<file path="config.mk">
export PLATFORM = sky130hd
export DESIGN_NAME = itch_order_serializer
export DESIGN_NICKNAME = d
export VERILOG_FILES = /design/src/rtl/itch_order_serializer.sv
export SDC_FILE = /design/constraint.sdc
export NUM_CORES = 1
export LEC_CHECK = 0
export ABC_CLOCK_PERIOD_IN_PS = 20900
export CORE_AREA = 2 2 349 178
export CTS_CLUSTER_SIZE = 28
export DETAILED_ROUTE_END_ITERATION = 16
export DIE_AREA = 0 0 351 180
export GPL_TIMING_DRIVEN = 0
export PLACE_DENSITY = 0.8
export REMOVE_ABC_BUFFERS = 1
export SYNTH_ARGS = -nofsm -noshare
export SYNTH_HDL_FRONTEND = slang
export SYNTH_SLANG_ARGS = --single-unit
</file>
<file path="constraint.sdc">
create_clock -name i_clk -period 20.9 [get_ports i_clk]
set_input_delay 4.18 -clock i_clk [delete_from_list [all_inputs] [get_ports i_clk]]
set_output_delay 4.18 -clock i_clk [all_outputs]
set_load 0.03 [all_outputs]
</file>
<file path="src/rtl/itch_order_serializer.sv">
// itch_order_serializer: snapshots the buy/sell Add Order register sets from the
// reverse parser and streams them as two back-to-back messages, buy then sell,
// one byte per handshake on an AXI-Stream style interface.
// Optional build macro ITCH_LEN_PREFIX_EN prepends a 2-byte big-endian length
// (0x00, 0x24) to each message.
module itch_order_serializer #(
  parameter int REG_WIDTH = 32,
  parameter int NUM_REGS  = 9
) (
  input  logic                          i_clk,
  input  logic                          i_reset,
  input  logic [NUM_REGS*REG_WIDTH-1:0] i_buy_regs,
  input  logic [NUM_REGS*REG_WIDTH-1:0] i_sell_regs,
  input  logic                          i_valid,
  output logic [7:0]                    o_tdata,
  output logic                          o_tvalid,
  input  logic                          i_tready,
  output logic                          o_tlast,
  output logic                          o_tuser,
  output logic                          o_busy,
  output logic                          o_done,
  output logic                          o_drop,
  output logic [15:0]                   o_msg_count
);

  localparam int BUF_W   = NUM_REGS * REG_WIDTH;
  localparam int PAY_LEN = BUF_W / 8;
`ifdef ITCH_LEN_PREFIX_EN
  localparam int PFX_LEN = 2;
`else
  localparam int PFX_LEN = 0;
`endif
  localparam int MSG_LEN = PAY_LEN + PFX_LEN;
  localparam logic [5:0]  LAST_IDX = 6'(MSG_LEN - 1);
  localparam logic [15:0] LEN_FIELD = 16'(PAY_LEN);

  localparam logic [1:0] S_IDLE = 2'd0;
  localparam logic [1:0] S_BUY  = 2'd1;
  localparam logic [1:0] S_SELL = 2'd2;

  logic [1:0]       state_q, state_d;
  logic [5:0]       idx_q, idx_d;
  logic             armed_q, armed_d;
  logic [BUF_W-1:0] buy_buf_q, buy_buf_d;
  logic [BUF_W-1:0] sell_buf_q, sell_buf_d;
  logic             done_q, done_d;
  logic             drop_q, drop_d;
  logic [15:0]      cnt_q, cnt_d;

  logic             sending;
  logic             at_last;
  logic             capture;
  logic             refuse;
  logic [PAY_LEN-1:0][7:0] src_bytes;
  logic [5:0]       pay_idx;
  logic [7:0]       cur_byte;

  assign sending = (state_q != S_IDLE);
  assign at_last = (idx_q == LAST_IDX);
  // A fresh rising level of i_valid is only honoured once; busy means refuse.
  assign capture = !sending && i_valid && armed_q;
  assign refuse  = sending && i_valid && armed_q;

  // Byte mux: the payload buffer for the active side, behind the optional prefix.
  always_comb begin
    src_bytes = (state_q == S_SELL) ? sell_buf_q : buy_buf_q;
    pay_idx   = idx_q - 6'(PFX_LEN);
    cur_byte  = src_bytes[pay_idx];
`ifdef ITCH_LEN_PREFIX_EN
    if (idx_q == 6'd0)      cur_byte = LEN_FIELD[15:8];
    else if (idx_q == 6'd1) cur_byte = LEN_FIELD[7:0];
`endif
  end

  // Next-state logic: capture/drop arbitration, byte index and message sequencing.
  always_comb begin
    state_d    = state_q;
    idx_d      = idx_q;
    armed_d    = armed_q;
    buy_buf_d  = buy_buf_q;
    sell_buf_d = sell_buf_q;
    cnt_d      = cnt_q;
    done_d     = 1'b0;
    drop_d     = refuse;

    if (!i_valid)              armed_d = 1'b1;
    else if (capture || refuse) armed_d = 1'b0;

    case (state_q)
      S_IDLE: begin
        if (capture) begin
          buy_buf_d  = i_buy_regs;
          sell_buf_d = i_sell_regs;
          idx_d      = '0;
          state_d    = S_BUY;
        end
      end
      S_BUY, S_SELL: begin
        if (i_tready) begin
          if (at_last) begin
            idx_d   = '0;
            cnt_d   = cnt_q + 16'd1;
            state_d = (state_q == S_BUY) ? S_SELL : S_IDLE;
            done_d  = (state_q == S_SELL);
          end else begin
            idx_d = idx_q + 6'd1;
          end
        end
      end
      default: state_d = S_IDLE;
    endcase
  end

  // State registers; reset abandons any partial message immediately.
  always_ff @(posedge i_clk or posedge i_reset) begin
    if (i_reset) begin
      state_q    <= S_IDLE;
      idx_q      <= '0;
      armed_q    <= 1'b1;
      buy_buf_q  <= '0;
      sell_buf_q <= '0;
      done_q     <= 1'b0;
      drop_q     <= 1'b0;
      cnt_q      <= '0;
    end else begin
      state_q    <= state_d;
      idx_q      <= idx_d;
      armed_q    <= armed_d;
      buy_buf_q  <= buy_buf_d;
      sell_buf_q <= sell_buf_d;
      done_q     <= done_d;
      drop_q     <= drop_d;
      cnt_q      <= cnt_d;
    end
  end

  assign o_tvalid    = sending;
  assign o_busy      = sending;
  assign o_tuser     = (state_q == S_SELL);
  assign o_tlast     = sending && at_last;
  assign o_tdata     = sending ? cur_byte : 8'h00;
  assign o_done      = done_q;
  assign o_drop      = drop_q;
  assign o_msg_count = cnt_q;

endmodule
</file>
-- Yosys cells after proc, flatten, opt, wreduce, memory -nomap -nowiden
Cells that the tools add are included.
- register bits: 603
- input port bits: 580
- word-level logic and storage cells: 51
- mux-type cells: 18
- eq/ne operators: 7
- $lt $le $gt $ge: 1
- add/subtract/negate cells: 2
- reduce and logical (&&, ||, !) cells: 15
- operator list (kind ; count):
    $mux 288 ; 1
    $bmux 8 s6 ; 1
    $mux 6 ; 3
    $add 16x1->16 const B ; 1
    $mux 8 ; 2
    $pmux 6 s2 ; 1
    $reduce_and 3->1 ; 3
    $mux 2 ; 4
    $lt 6x7->1 const B ; 1
    $add 6x1->6 const B ; 1
    $eq 6x6->1 const B ; 1
    $ne 2x2->1 const B ; 3
    $logic_and 1x1->1 ; 5
    $mux 1 ; 5
    $pmux 2 s2 ; 1
    $reduce_bool 2->1 ; 2
    $eq 2x1->1 const B ; 1
    $eq 2x2->1 const B ; 1
    $logic_not 2->1 ; 1
    $ne 2x1->1 const B ; 1
    $reduce_and 2->1 ; 1
    $reduce_or 2->1 ; 1
    $logic_not 1->1 ; 1
    $logic_or 1x1->1 ; 1

-- Logic depth before layout (Yosys ltp)
- depth after elaboration: 7
- gate-level depth with buffers: 11
- mapped depth without buffers: 7

-- Least setup slack after synthesis
No wires, ideal clock.
- path type: register to output
- start point: reg state_q[0]
- end point: out o_tdata[2]
- stages on the path, launching flop included: 11
- setup slack: 13.766 ns
- required time: 16.720 ns
- arrival: 2.954 ns
- path through: dfrtp_1 inv_1 ha_1 buf_2 buf_4 buf_4 buf_2 a211oi_1 a2111oi_0 a221oi_1 o32ai_1
- word-level cells in the longest chain between the ends: 5
- ends and longest elaborated chain (element ; RTL line ; text):
    start, declared ; 41 ; logic [1:0] state_q, state_d;
    start signal, assigned ; 126 ; state_q <= state_d;
    $eq 2x2->1 ; n/a ;
    net o_tuser ; 19 ; output logic o_tuser,
    $mux 288 ; 66 ; src_bytes = (state_q == S_SELL) ? sell_buf_q : buy_buf_q;
    $bmux 8 s6 ; 68 ; cur_byte = src_bytes[pay_idx];
    $mux 8 (implied by the code) ; 68 ;
    $mux 8 ; 141 ; assign o_tdata = sending ? cur_byte : 8'h00;
    end, declared ; 15 ; output logic [7:0] o_tdata,
The timed path passes the listed nets, and every way through them passes these cells. The select of a mux whose other input is x is not followed.

-- Final worst setup path
- start point: reg idx_q[0]
- end point: out o_tdata[2]
- word-level cells in the longest chain between the ends: 3
- ends and longest elaborated chain (element ; RTL line ; text):
    start, declared ; 42 ; logic [5:0] idx_q, idx_d;
    start signal, assigned ; 127 ; idx_q <= idx_d;
    $bmux 8 s6 ; 68 ;
    $mux 8 (implied by the code) ; 68 ;
    $mux 8 ; 141 ;
Every way passes these cells. The select of a mux whose other input is x is not followed.

==> impl_metrics.yaml <==
clocking:
  htreeDepth: 2
  clk_pin_slew_ps: 70
  cts_setup_buffers: 0
  cts.sinks: 603
  cts_buffer_depth: 3
  cts_buffers: 54
  cts_root_buf: "clkbuf_16"
  ctsResizeCount: 0
  worstSkewPairLatency_ps: 590
  cts_hold_buffers: 0
  cts_tree: "done"
routing:
  via_count: 17510
  routed_wl_um: 78480
  initialDrtViolationCount: 1039
  via_per_inst: 5.490
  avgRoutedWirePerCell_um: 24.60
  route.detailed.drc: 0
  firstDrtPassIters: 5
  ant_nets: 0
pwr:
  peakVddDrop_uv: 74.91
  power_leakage_nw: 14.77
  power.density_mw_per_mm2: 135.6
timing:
  skew_ps: 17.02
  slew_viol_final: 0
  setup_viol: 0
  fin_crit_ps: 8804
  fin_crit_sh: 0.4212
  rsz0062_at_grt: "no"
  worst_pin_slew_ps: 1282
  maxSlewHeadroom: 0.1455
  hold_viol_final: 0
  fmax_ghz: 0.1136
die:
  core_region_area_mm2: 0.06030
  rows: 64
  dieArea_mm2: 0.06318
  die_x_um: 351
  die_h_um: 180
  ios: 610
  start_util: 0.4548
placed_design:
  dp.cells: 3081
  place_hpwl_um: 56840
  portBuffers: 609
  gp_congestion: 0.8280
  postPlaceCellArea_mm2: 0.03443
critical_path:
  start_kind: "flip-flop"
  crit_path_end_kind: "primary output"
  crit_path_top_delay_cell: "dfrtp_4"
  worstSetupPathType: "reg -> out"
  crit_fanout: 44
  worst-endpoint-required_ps: 16720
  slowest_delay_ps: 950
  arrival_ps: 4620
  cp_cell_sequence: "buf_16, nand3b_1, nor3_1, a2111oi_0, a221oi_1, o32ai_1, clkdlybuf4s50_1"
yosys:
  synthArstFlopShare: 1.000
  synth_warnings: 0
  synth_fa_ha_area_frac: 0.002737
  synth_mux_area_frac: 0.3617
  syn-instance-count: 1748
  synth.distinct_cells: 60
  synth_xor_area_frac: 0.006068
  yosysSeqAreaShare: 0.5503
  synth-simple-area-share: 0.02546
  ys_ff_latch: 603
  synth_flop_cell: "dfrtp_1"
  syn_avg_cell_area_um2: 15.69
  syn_area_mm2: 0.02742
  synth-edff-count: 0
  synth_compound_area_frac: 0.02623
  synth_top_family_by_area: "multiplexers"
finish:
  drive_above_1_share: 0.3537
  fillers: 4458
  synthToLayoutAreaGrowth_pct: 32.21
  final-seq-area_mm2: 0.01510
  final_cell_mix: "clkdlybuf4s50_1, dfrtp_1, mux2_2"
  multi_input_area_mm2: 0.01160
  stdcell_area_mm2: 0.03626
  final_common_cell: "clkdlybuf4s50_1"
  fin_cells: 3190
  final_nets: 2898
global_routing:
  globalRoute.totalOverflow: 0
  grt_max_degree: 134
  grt_pass1_vias: 19230
  track_usage: 0.2477
  antenna_found_initial: 23
  grt_pass1_wl_um: 118200
run_status:
  status: "complete, no violations"
worst_hold_path:
  hold_class: "reg -> reg"
job:
  drv_cap: 0
==> per-stage QoR <==
| step | power (mW) | utilization | TNS, ps | setup WS (ps) | hold WS [ps] |
|---|---|---|---|---|---|
| 2_1_floorplan | 3.677 | - | -538720 | -769.8 | 471.5 |
| 6_report | 4.917 | 0.6013 | 0 | 12100 | 485.2 |
| 3_5_place_dp | 3.925 | 0.5710 | 0 | 12600 | 471.4 |
| 3_3_place_gp | 4.372 | 0.5610 | -8261240 | -7901 | 474.9 |
| 4_1_cts | 4.957 | 0.6009 | 0 | 11930 | 484.3 |
| 5_1_grt | 5.191 | 0.6011 | 0 | 11700 | 504.3 |
==> where the power goes <==
group          internal (mW)  total (mW)  switching [mW]
Clock                  0.568        1.02           0.453
Combinational           1.10        1.83           0.726
Sequential              1.74        2.07           0.327
Total                   3.41        4.92            1.51
==> registers in the layout, indices dropped and copies added, names as in the netlist <==
signal / cells
buy_buf_q: 288
sell_buf_q: 288
o_msg_count: 16
idx_q: 6
state_q: 2
armed_q: 1
o_done: 1
o_drop: 1
==> critical path: cells and delay by family, from the launching register on <==
kind,cells,cell delay (ps)
buffers and inverters,2,1120
DFF,1,950
AOI/OAI and AO/OA,3,1240
and+or+nand+nor,2,700
==> layout make-up <==
cell class	instances	share of cell area
Clock buffer	81	0.04534
Clock inverter	18	0.004279
Inverter	8	0.001035
Timing Repair Buffer	630	0.1837
Tap cell	825	0.02847
Sequential cell	603	0.4165
Multi-Input combinational cell	1015	0.3200
Antenna cell	10	0.0006902
==> path summary, 6_finish.rpt <==
| path | from | to | slack (ps) | cells past startpoint |
|---|---|---|---|---|
| setup / recovery | idx_q[0]$_DFFE_PP0P_ | o_tdata[2] | 12100 | 7 |
| hold / removal | o_msg_count[15]$_DFFE_PP0P_ | o_msg_count[15]$_DFFE_PP0P_ | 490 | 1 |
| setup reg to reg | state_q[0]$_DFFE_PP0P_ | sell_buf_q[264]$_DFFE_PP0P_ | 17550 | 7 |
| hold reg to reg | o_msg_count[15]$_DFFE_PP0P_ | o_msg_count[15]$_DFFE_PP0P_ | 490 | 1 |
| max in group asynchronous | i_reset | idx_q[0]$_DFFE_PP0P_ | 14910 | 4 |
| min in group asynchronous | i_reset | buy_buf_q[180]$_DFFE_PP0P_ | 4180 | 2 |
==> synth_stat cells, drive strengths merged, types with 3 or more instances <==
master,instances,share of area
nor4,3,0.00068
mux2,594,0.24
mux4,123,0.10
nand4,7,0.0016
nand2b,5,0.0011
a221oi,9,0.0031
nor2,34,0.0047
ha,6,0.0027
dfrtp,602,0.55
a211o,7,0.0022
or4,3,0.00082
inv,8,0.0011
nand3,10,0.0018
nor3,10,0.0018
xnor2,6,0.0019
nand2,18,0.0025
clkbuf,22,0.0030
o2111ai,3,0.00096
mux2i,46,0.017
nor2b,16,0.0037
a31oi,4,0.00091
o21ai,14,0.0026
xor2,13,0.0042
a2111oi,3,0.00096
buf,100,0.023
a211oi,15,0.0041
and3,6,0.0014
o32ai,5,0.0016
a2111o,3,0.0012
o22ai,18,0.0041
nand3b,4,0.0011
and2,5,0.0011
o22a,4,0.0013
==> cells by family after synthesis <==
kind of cell	Yosys count
muxes	763
buffers and inverters	130
adders and majority gates	6
xor gates and xnor gates	19
DFF	603
and+or+nand+nor	131
AOI/OAI and AO/OA	96
==> routing by layer <==
layer	GRT usage	up-vias	part of all wire
li1	-	7692	-
met1	0.3364	9128	0.43
met2	0.3864	509	0.47
met3	0.07326	159	0.072
met4	0.07296	26	0.029
met5	0	-	0.0022
No activity file was read; power rests on OpenSTA's default activity.
